==> config.mk <==
export PLATFORM = sky130hd
export DESIGN_NAME = ssd_bcd_scan_driver
export DESIGN_NICKNAME = d
export VERILOG_FILES = /design/src/rtl/ssd_bcd_scan_driver.sv
export SDC_FILE = /design/constraint.sdc
export NUM_CORES = 1
export LEC_CHECK = 0
export ABC_AREA = 1
export BUFFER_PORTS_ARGS = -buffer_cell sky130_fd_sc_hd__buf_2
export CAP_MARGIN = 20
export CORE_ASPECT_RATIO = 0.7
export CORE_MARGIN = 2
export CORE_UTILIZATION = 34
export DETAILED_ROUTE_END_ITERATION = 10
export HOLD_SLACK_MARGIN = 0.15
export PLACE_DENSITY = 0.48
export SETUP_SLACK_MARGIN = 0.05
export SKIP_CTS_REPAIR_TIMING = 1
export SYNTH_ARGS = -nofsm -noshare
export SYNTH_HDL_FRONTEND = slang
export SYNTH_SLANG_ARGS = --single-unit
==> constraint.sdc <==
create_clock -name clk -period 3.3 [get_ports clk]
set_clock_uncertainty 0.1 [all_clocks]
set_input_delay 0.33 -clock clk [delete_from_list [all_inputs] [get_ports clk]]
set_output_delay 0.33 -clock clk [all_outputs]
set_load 0.02 [all_outputs]
==> src/rtl/ssd_bcd_scan_driver.sv <==
// Binary-to-BCD conversion (sequential double dabble) feeding a 4-digit
// multiplexed 7-segment display with active-low anodes and segments.
module ssd_bcd_scan_driver #(
  parameter int IN_W         = 13,
  parameter int REFRESH_BITS = 18
) (
  input  logic            clk,
  input  logic            reset,
  input  logic [IN_W-1:0] value,
  input  logic            blank_lz,
  output logic [3:0]      anode,
  output logic [6:0]      seg,
  output logic [15:0]     bcd,
  output logic            busy
);

  typedef enum logic [1:0] {
    IDLE  = 2'd0,
    SHIFT = 2'd1,
    DONE  = 2'd2
  } state_t;

  localparam logic [3:0] CNT_LAST = 4'(IN_W - 1);

  state_t                  state_q, state_d;
  logic [IN_W-1:0]         src_q, src_d;
  logic [IN_W-1:0]         last_val_q, last_val_d;
  logic [15:0]             scratch_q, scratch_d;
  logic [3:0]              cnt_q, cnt_d;
  logic [15:0]             bcd_q, bcd_d;
  logic                    busy_q, busy_d;
  logic [REFRESH_BITS-1:0] scan_q, scan_d;
  logic [3:0]              anode_q, anode_d;
  logic [6:0]              seg_q, seg_d;

  logic [15:0]             adj;
  logic [1:0]              digit_sel;
  logic [3:0]              digit_nib;
  logic                    digit_blank;

  // Double-dabble correction: any BCD nibble of 5 or more gets +3 before the shift.
  function automatic logic [15:0] add3_nibbles(input logic [15:0] s);
    logic [15:0] r;
    r = s;
    for (int i = 0; i < 4; i++) begin
      if (s[4*i +: 4] >= 4'd5) begin
        r[4*i +: 4] = s[4*i +: 4] + 4'd3;
      end
    end
    return r;
  endfunction

  function automatic logic [6:0] seg_code(input logic [3:0] n);
    logic [6:0] c;
    case (n)
      4'd0:    c = 7'b0000001;
      4'd1:    c = 7'b1001111;
      4'd2:    c = 7'b0010010;
      4'd3:    c = 7'b0000110;
      4'd4:    c = 7'b1001100;
      4'd5:    c = 7'b0100100;
      4'd6:    c = 7'b0100000;
      4'd7:    c = 7'b0001111;
      4'd8:    c = 7'b0000000;
      4'd9:    c = 7'b0000100;
      default: c = 7'b1111111;
    endcase
    return c;
  endfunction

  // A digit is a leading zero when it and every more significant digit are zero.
  function automatic logic is_leading_zero(input logic [15:0] b, input logic [1:0] d);
    logic lz;
    case (d)
      2'd1:    lz = (b[15:4] == 12'd0);
      2'd2:    lz = (b[15:8] == 8'd0);
      2'd3:    lz = (b[15:12] == 4'd0);
      default: lz = 1'b0;
    endcase
    return lz;
  endfunction

  assign adj = add3_nibbles(scratch_q);

  always_comb begin
    state_d    = state_q;
    src_d      = src_q;
    last_val_d = last_val_q;
    scratch_d  = scratch_q;
    cnt_d      = cnt_q;
    bcd_d      = bcd_q;
    busy_d     = busy_q;

    case (state_q)
      IDLE: begin
        busy_d = 1'b0;
        if (value != last_val_q) begin
          src_d      = value;
          last_val_d = value;
          scratch_d  = 16'd0;
          cnt_d      = 4'd0;
          busy_d     = 1'b1;
          state_d    = SHIFT;
        end
      end
      SHIFT: begin
        scratch_d = {adj[14:0], src_q[IN_W-1]};
        src_d     = src_q << 1;
        cnt_d     = cnt_q + 4'd1;
        if (cnt_q == CNT_LAST) begin
          state_d = DONE;
        end
      end
      DONE: begin
        bcd_d   = scratch_q;
        busy_d  = 1'b0;
        state_d = IDLE;
      end
      default: begin
        busy_d  = 1'b0;
        state_d = IDLE;
      end
    endcase
  end

  // Scan path reads only the committed bcd register, never the scratch.
  always_comb begin
    scan_d      = scan_q + REFRESH_BITS'(1);
    digit_sel   = scan_q[REFRESH_BITS-1 -: 2];
    digit_nib   = 4'd0;
    case (digit_sel)
      2'd0:    digit_nib = bcd_q[3:0];
      2'd1:    digit_nib = bcd_q[7:4];
      2'd2:    digit_nib = bcd_q[11:8];
      default: digit_nib = bcd_q[15:12];
    endcase
    digit_blank = blank_lz && is_leading_zero(bcd_q, digit_sel);
    if (digit_blank) begin
      anode_d = 4'b1111;
      seg_d   = 7'b1111111;
    end else begin
      anode_d = ~(4'b0001 << digit_sel);
      seg_d   = seg_code(digit_nib);
    end
  end

  always_ff @(posedge clk or posedge reset) begin
    if (reset) begin
      state_q    <= IDLE;
      src_q      <= '0;
      last_val_q <= '0;
      scratch_q  <= 16'd0;
      cnt_q      <= 4'd0;
      bcd_q      <= 16'd0;
      busy_q     <= 1'b0;
      scan_q     <= '0;
      anode_q    <= 4'b1111;
      seg_q      <= 7'b1111111;
    end else begin
      state_q    <= state_d;
      src_q      <= src_d;
      last_val_q <= last_val_d;
      scratch_q  <= scratch_d;
      cnt_q      <= cnt_d;
      bcd_q      <= bcd_d;
      busy_q     <= busy_d;
      scan_q     <= scan_d;
      anode_q    <= anode_d;
      seg_q      <= seg_d;
    end
  end

  assign anode = anode_q;
  assign seg   = seg_q;
  assign bcd   = bcd_q;
  assign busy  = busy_q;

endmodule
==> impl_metrics.sql <==
INSERT INTO impl_metrics (metric_group, metric, value, unit) VALUES
('layout', 'final_cells', '799', ''),
('drt', 'detail_route.vias_per_cell', '4.61', ''),
('cts', 'insertion_delay', '0.35', 'ns'),
('cts', 'tritoncts_num_sinks', '94', ''),
('cts', 'ctsLongestPathBuffers', '2', ''),
('die', 'core_rows', '35', ''),
('timing', 'final-setup-viol-count', '0', ''),
('yosys', 'total_standard_cell_area_after_synthesis', '0.00470', 'mm^2'),
('global_route', 'globalRouteTotalUtil', '0.147', ''),
('yosys', 'synth-edff-count', '0', ''),
('timing', 'timing_worst_slew_pin_value', '0.846', 'ns'),
('critical_path', 'worstSetupStartpointType', 'flip-flop', ''),
('critical_path', 'rr_endpoint', 'seg[3]', ''),
('worst_hold_path', 'holdPathStages', '3', ''),
('timing', 'timing.fmax', '0.469', 'GHz'),
('drt', 'routed-via-count', '3683', ''),
('drt', 'drtPass1Iterations', '5', ''),
('yosys', 'postSynthCellCount', '570', ''),
('critical_path', 'regToRegSetupSlack', '1.17', 'ns'),
('yosys', 'synthMuxAreaShare', '0', ''),
('global_route', 'globalRoute.totalOverflow', '0', ''),
('timing', 'max_slew_violation_count', '0', ''),
('timing', 'max-slew-margin-rel', '0.435', ''),
('global_route', 'antenna_found_initial', '0', ''),
('layout', 'post-route-util', '0.405', ''),
('die', 'initial_core_util', '0.353', ''),
('drt', 'initial_drt_markers', '188', ''),
('yosys', 'synth_seq_area_share', '0.503', ''),
('timing', 'finalHoldViolCount', '0', ''),
('drt', 'drc', '0', ''),
('yosys', 'synth_ff_type', 'dfrtp_1', ''),
('yosys', 'synth_top_family_by_area', 'simple AND/OR/NAND/NOR gates', ''),
('layout', 'fraction_of_layout_cells_with_a_size_suffix_above_1', '0.151', ''),
('die', 'fp.dieArea', '0.0148', 'mm^2'),
('drt', 'count_of_antenna_violating_nets_left_after_detailed_routing', '0', ''),
('cts', 'cts_made_buffers', '9', ''),
('cts', 'clock_tree.root_cell', 'clkbuf_16', ''),
('die', 'io_pins', '44', ''),
('critical_path', 'criticalPathCategory', 'reg2reg', ''),
('yosys', 'synth-compound-area-share', '0.0971', ''),
('timing', 'final_min_period_over_clock_period', '0.645', ''),
('worst_hold_path', 'hold_endpoint', 'anode[3]', ''),
('critical_path', 'data_arrival_time_at_the_worst_slack_endpoint', '2.27', 'ns'),
('power', 'power.density_cell_area', '862', 'mW/mm^2'),
('cts', 'h-tree-depth', '3', ''),
('drt', 'drt-total-wl', '9980', 'um'),
('worst_hold_path', 'hold_start', 'blank_lz', ''),
('yosys', 'yosys.area_share.adder', '0.0426', ''),
('flow_run', 'max_cap_violations', '0', ''),
('yosys', 'synthXorXnorAreaFrac', '0.0354', ''),
('critical_path', 'r2r.worst_path.cells', '10', ''),
('power', 'p_leak', '2.79', 'nW'),
('yosys', 'synth-simple-area-share', '0.243', ''),
('critical_path', 'critical_path_required', '3.44', 'ns'),
('yosys', 'postSynthNetCount', '602', ''),
('critical_path', 'crit_path_max_fanout', '8', ''),
('die', 'die-width', '145', 'um'),
('yosys', 'postSynthAreaPerCell', '8.25', 'um^2'),
('critical_path', 'r2r-start', 'scan_q[16]', ''),
('timing', 'period_minus_slack', '2.13', 'ns'),
('power', 'largest_vdd_supply_drop', '0.000316', 'V'),
('global_route', 'vias_in_the_first_global_route', '3468', ''),
('timing', 'whs', '0.162', 'ns'),
('die', 'core', '0.0133', 'mm^2'),
('drt', 'routedWlPerCell', '12.5', 'um'),
('critical_path', 'crit_path_end_kind', 'flip-flop', ''),
('place', 'placedCellCount', '782', ''),
('timing', 'setup_repair_after_global_routing_missed_its_margin', 'no', ''),
('global_route', 'global_route_wire_length_before_repair', '16900', 'um'),
('layout', 'synthToLayoutAreaGrowth', '14.7', '%'),
('layout', 'filler_cell_count', '1401', ''),
('cts', 'cts_tree', 'done', ''),
('layout', 'insertedDiodeCount', '0', ''),
('place', 'final_hpwl_from_detailed_placement', '6980', 'um'),
('global_route', 'grt_max_degree', '57', ''),
('yosys', 'synth.ff_latch_count', '94', ''),
('yosys', 'yosys_warnings', '0', ''),
('timing', 'fin_tns_setup', '0', 'ns'),
('cts', 'worst_setup_hold_path_clk_slew', '0.07', 'ns'),
('layout', 'num-nets-final', '641', ''),
('outcome', 'status', 'finished, final reports clean', ''),
('place', 'place_congestion', '0.819', ''),
('die', 'die_h', '102', 'um'),
('yosys', 'asyncSetResetFlopFracSynth', '1.00', ''),
('place', 'port_buffers', '43', ''),
('worst_hold_path', 'hp-class', 'in2reg', ''),
('yosys', 'yosys.cell_types.count', '30', '');
## critical path, cell delays in order, from the launching register on
cell and delay [ns]:
dfrtp_1 0.51, inv_2 0.09, nand2_1 0.09, inv_1 0.06, nand2_1 0.06, nand3_1 0.07, a21oi_1 0.35, ha_1 0.31
or2_1 0.24, nand3_1 0.07, nand3_1 0.08
## worst max path at each step
stage,start,endpoint,slack (ns),cells past startpoint
final,scan_q[16],seg[3],1.17,10
after global routing,scan_q[16],seg[3],0.95,10
after CTS,scan_q[16],seg[3],1.18,10
after detailed placement,scan_q[16],seg[3],1.19,10
after global placement,scan_q[16],seg[3],1.28,10
after floorplan,reset,bcd[0],0.44,1
## metrics by stage
| step | power [mW] | area (um^2) | worst slack [ns] |
|---|---|---|---|
| 5_1_grt | 5.11 | 5390 | 0.951 |
| 4_1_cts | 4.71 | 5380 | 1.18 |
| 3_3_place_gp | 3.60 | 5080 | 1.28 |
| 6_report | 4.65 | 5390 | 1.17 |
| 2_1_floorplan | 3.18 | 4700 | 0.440 |
| 3_5_place_dp | 3.64 | 5080 | 1.19 |
## sequential cells by signal, indices dropped and copies added, names as in the netlist
register,count
busy,1
anode,4
seg,7
scan_q,18
scratch_q,16
bcd,16
cnt_q,4
last_val_q,13
state_q,2
src_q,13
## where the power goes
part / internal, mW / leakage (nW) / switching, mW
combinational: 0.614 / 1.50 / 1.11
clock: 0.588 / 0.138 / 0.458
sequential: 1.57 / 1.16 / 0.308
total: 2.77 / 2.79 / 1.88
## cell type report
| class | count | area (um^2) | share of cell area |
|---|---|---|---|
| Timing Repair Buffer | 48 | 268 | 0.0496 |
| Tap cell | 185 | 231 | 0.0429 |
| Multi-Input combinational cell | 388 | 1970 | 0.365 |
| Clock inverter | 7 | 75.1 | 0.0139 |
| Inverter | 68 | 258 | 0.0478 |
| Clock buffer | 9 | 225 | 0.0418 |
| Sequential cell | 94 | 2370 | 0.439 |
## Yosys cell counts, drive strengths merged, types with 10 or more instances
cell type  instances  area [um^2]
a21oi             16         80.1
buf               14         91.3
dfrtp             83         2080
dfstp             11          289
ha                16          200
inv               68          255
nand2            169          654
nand3             55          280
nor2              24          100
nor3              10         66.3
o21ai             65          325
xor2              10         87.6
## cells in the final DEF (no fill, tap or decap)
cell type / netlist / final
o21ai_0: 63 / 63
buf_2: 4 / 43
bufinv_16: 0 / 1
o211ai_1: 6 / 6
o22ai_1: 1 / 1
nand2_1: 163 / 163
dfstp_2: 11 / 11
nand3_1: 54 / 54
nor3_2: 1 / 1
clkinv_4: 0 / 2
or2_1: 2 / 2
o21ai_1: 2 / 2
nor2_2: 4 / 5
nand3_2: 1 / 1
clkinv_2: 0 / 1
buf_12: 0 / 1
clkinvlp_4: 0 / 3
nor2_1: 20 / 19
xor2_1: 10 / 10
inv_1: 64 / 63
nor4_1: 1 / 1
inv_4: 0 / 1
dfrtp_1: 83 / 83
a21oi_1: 16 / 16
clkbuf_16: 0 / 9
nor3_4: 1 / 1
ha_1: 16 / 16
nand2_4: 1 / 1
nor3_1: 8 / 8
nand4_1: 4 / 4
nand2_2: 5 / 5
xnor2_1: 9 / 9
dlygate4sd3_1: 0 / 1
buf_4: 7 / 3
inv_2: 4 / 4
## routing by layer
layer,wire (um),GRT usage,vias up
met1,5360,0.216,1728
li1,-,-,1902
met2,4170,0.212,43
met3,320,0.0412,10
met5,0,0,-
met4,124,0.0456,0
## cells by family (layout without fill, tap and decap cells)
kind of cell | after synthesis | in the layout
AOI/OAI and AO/OA | 88 | 88
xor gates and xnor gates | 19 | 19
buffers and inverters | 88 | 132
adders and majority gates | 16 | 16
and+or+nand+nor | 265 | 265
DFF | 94 | 94
Note: power is estimated with default switching activity, not from simulation.
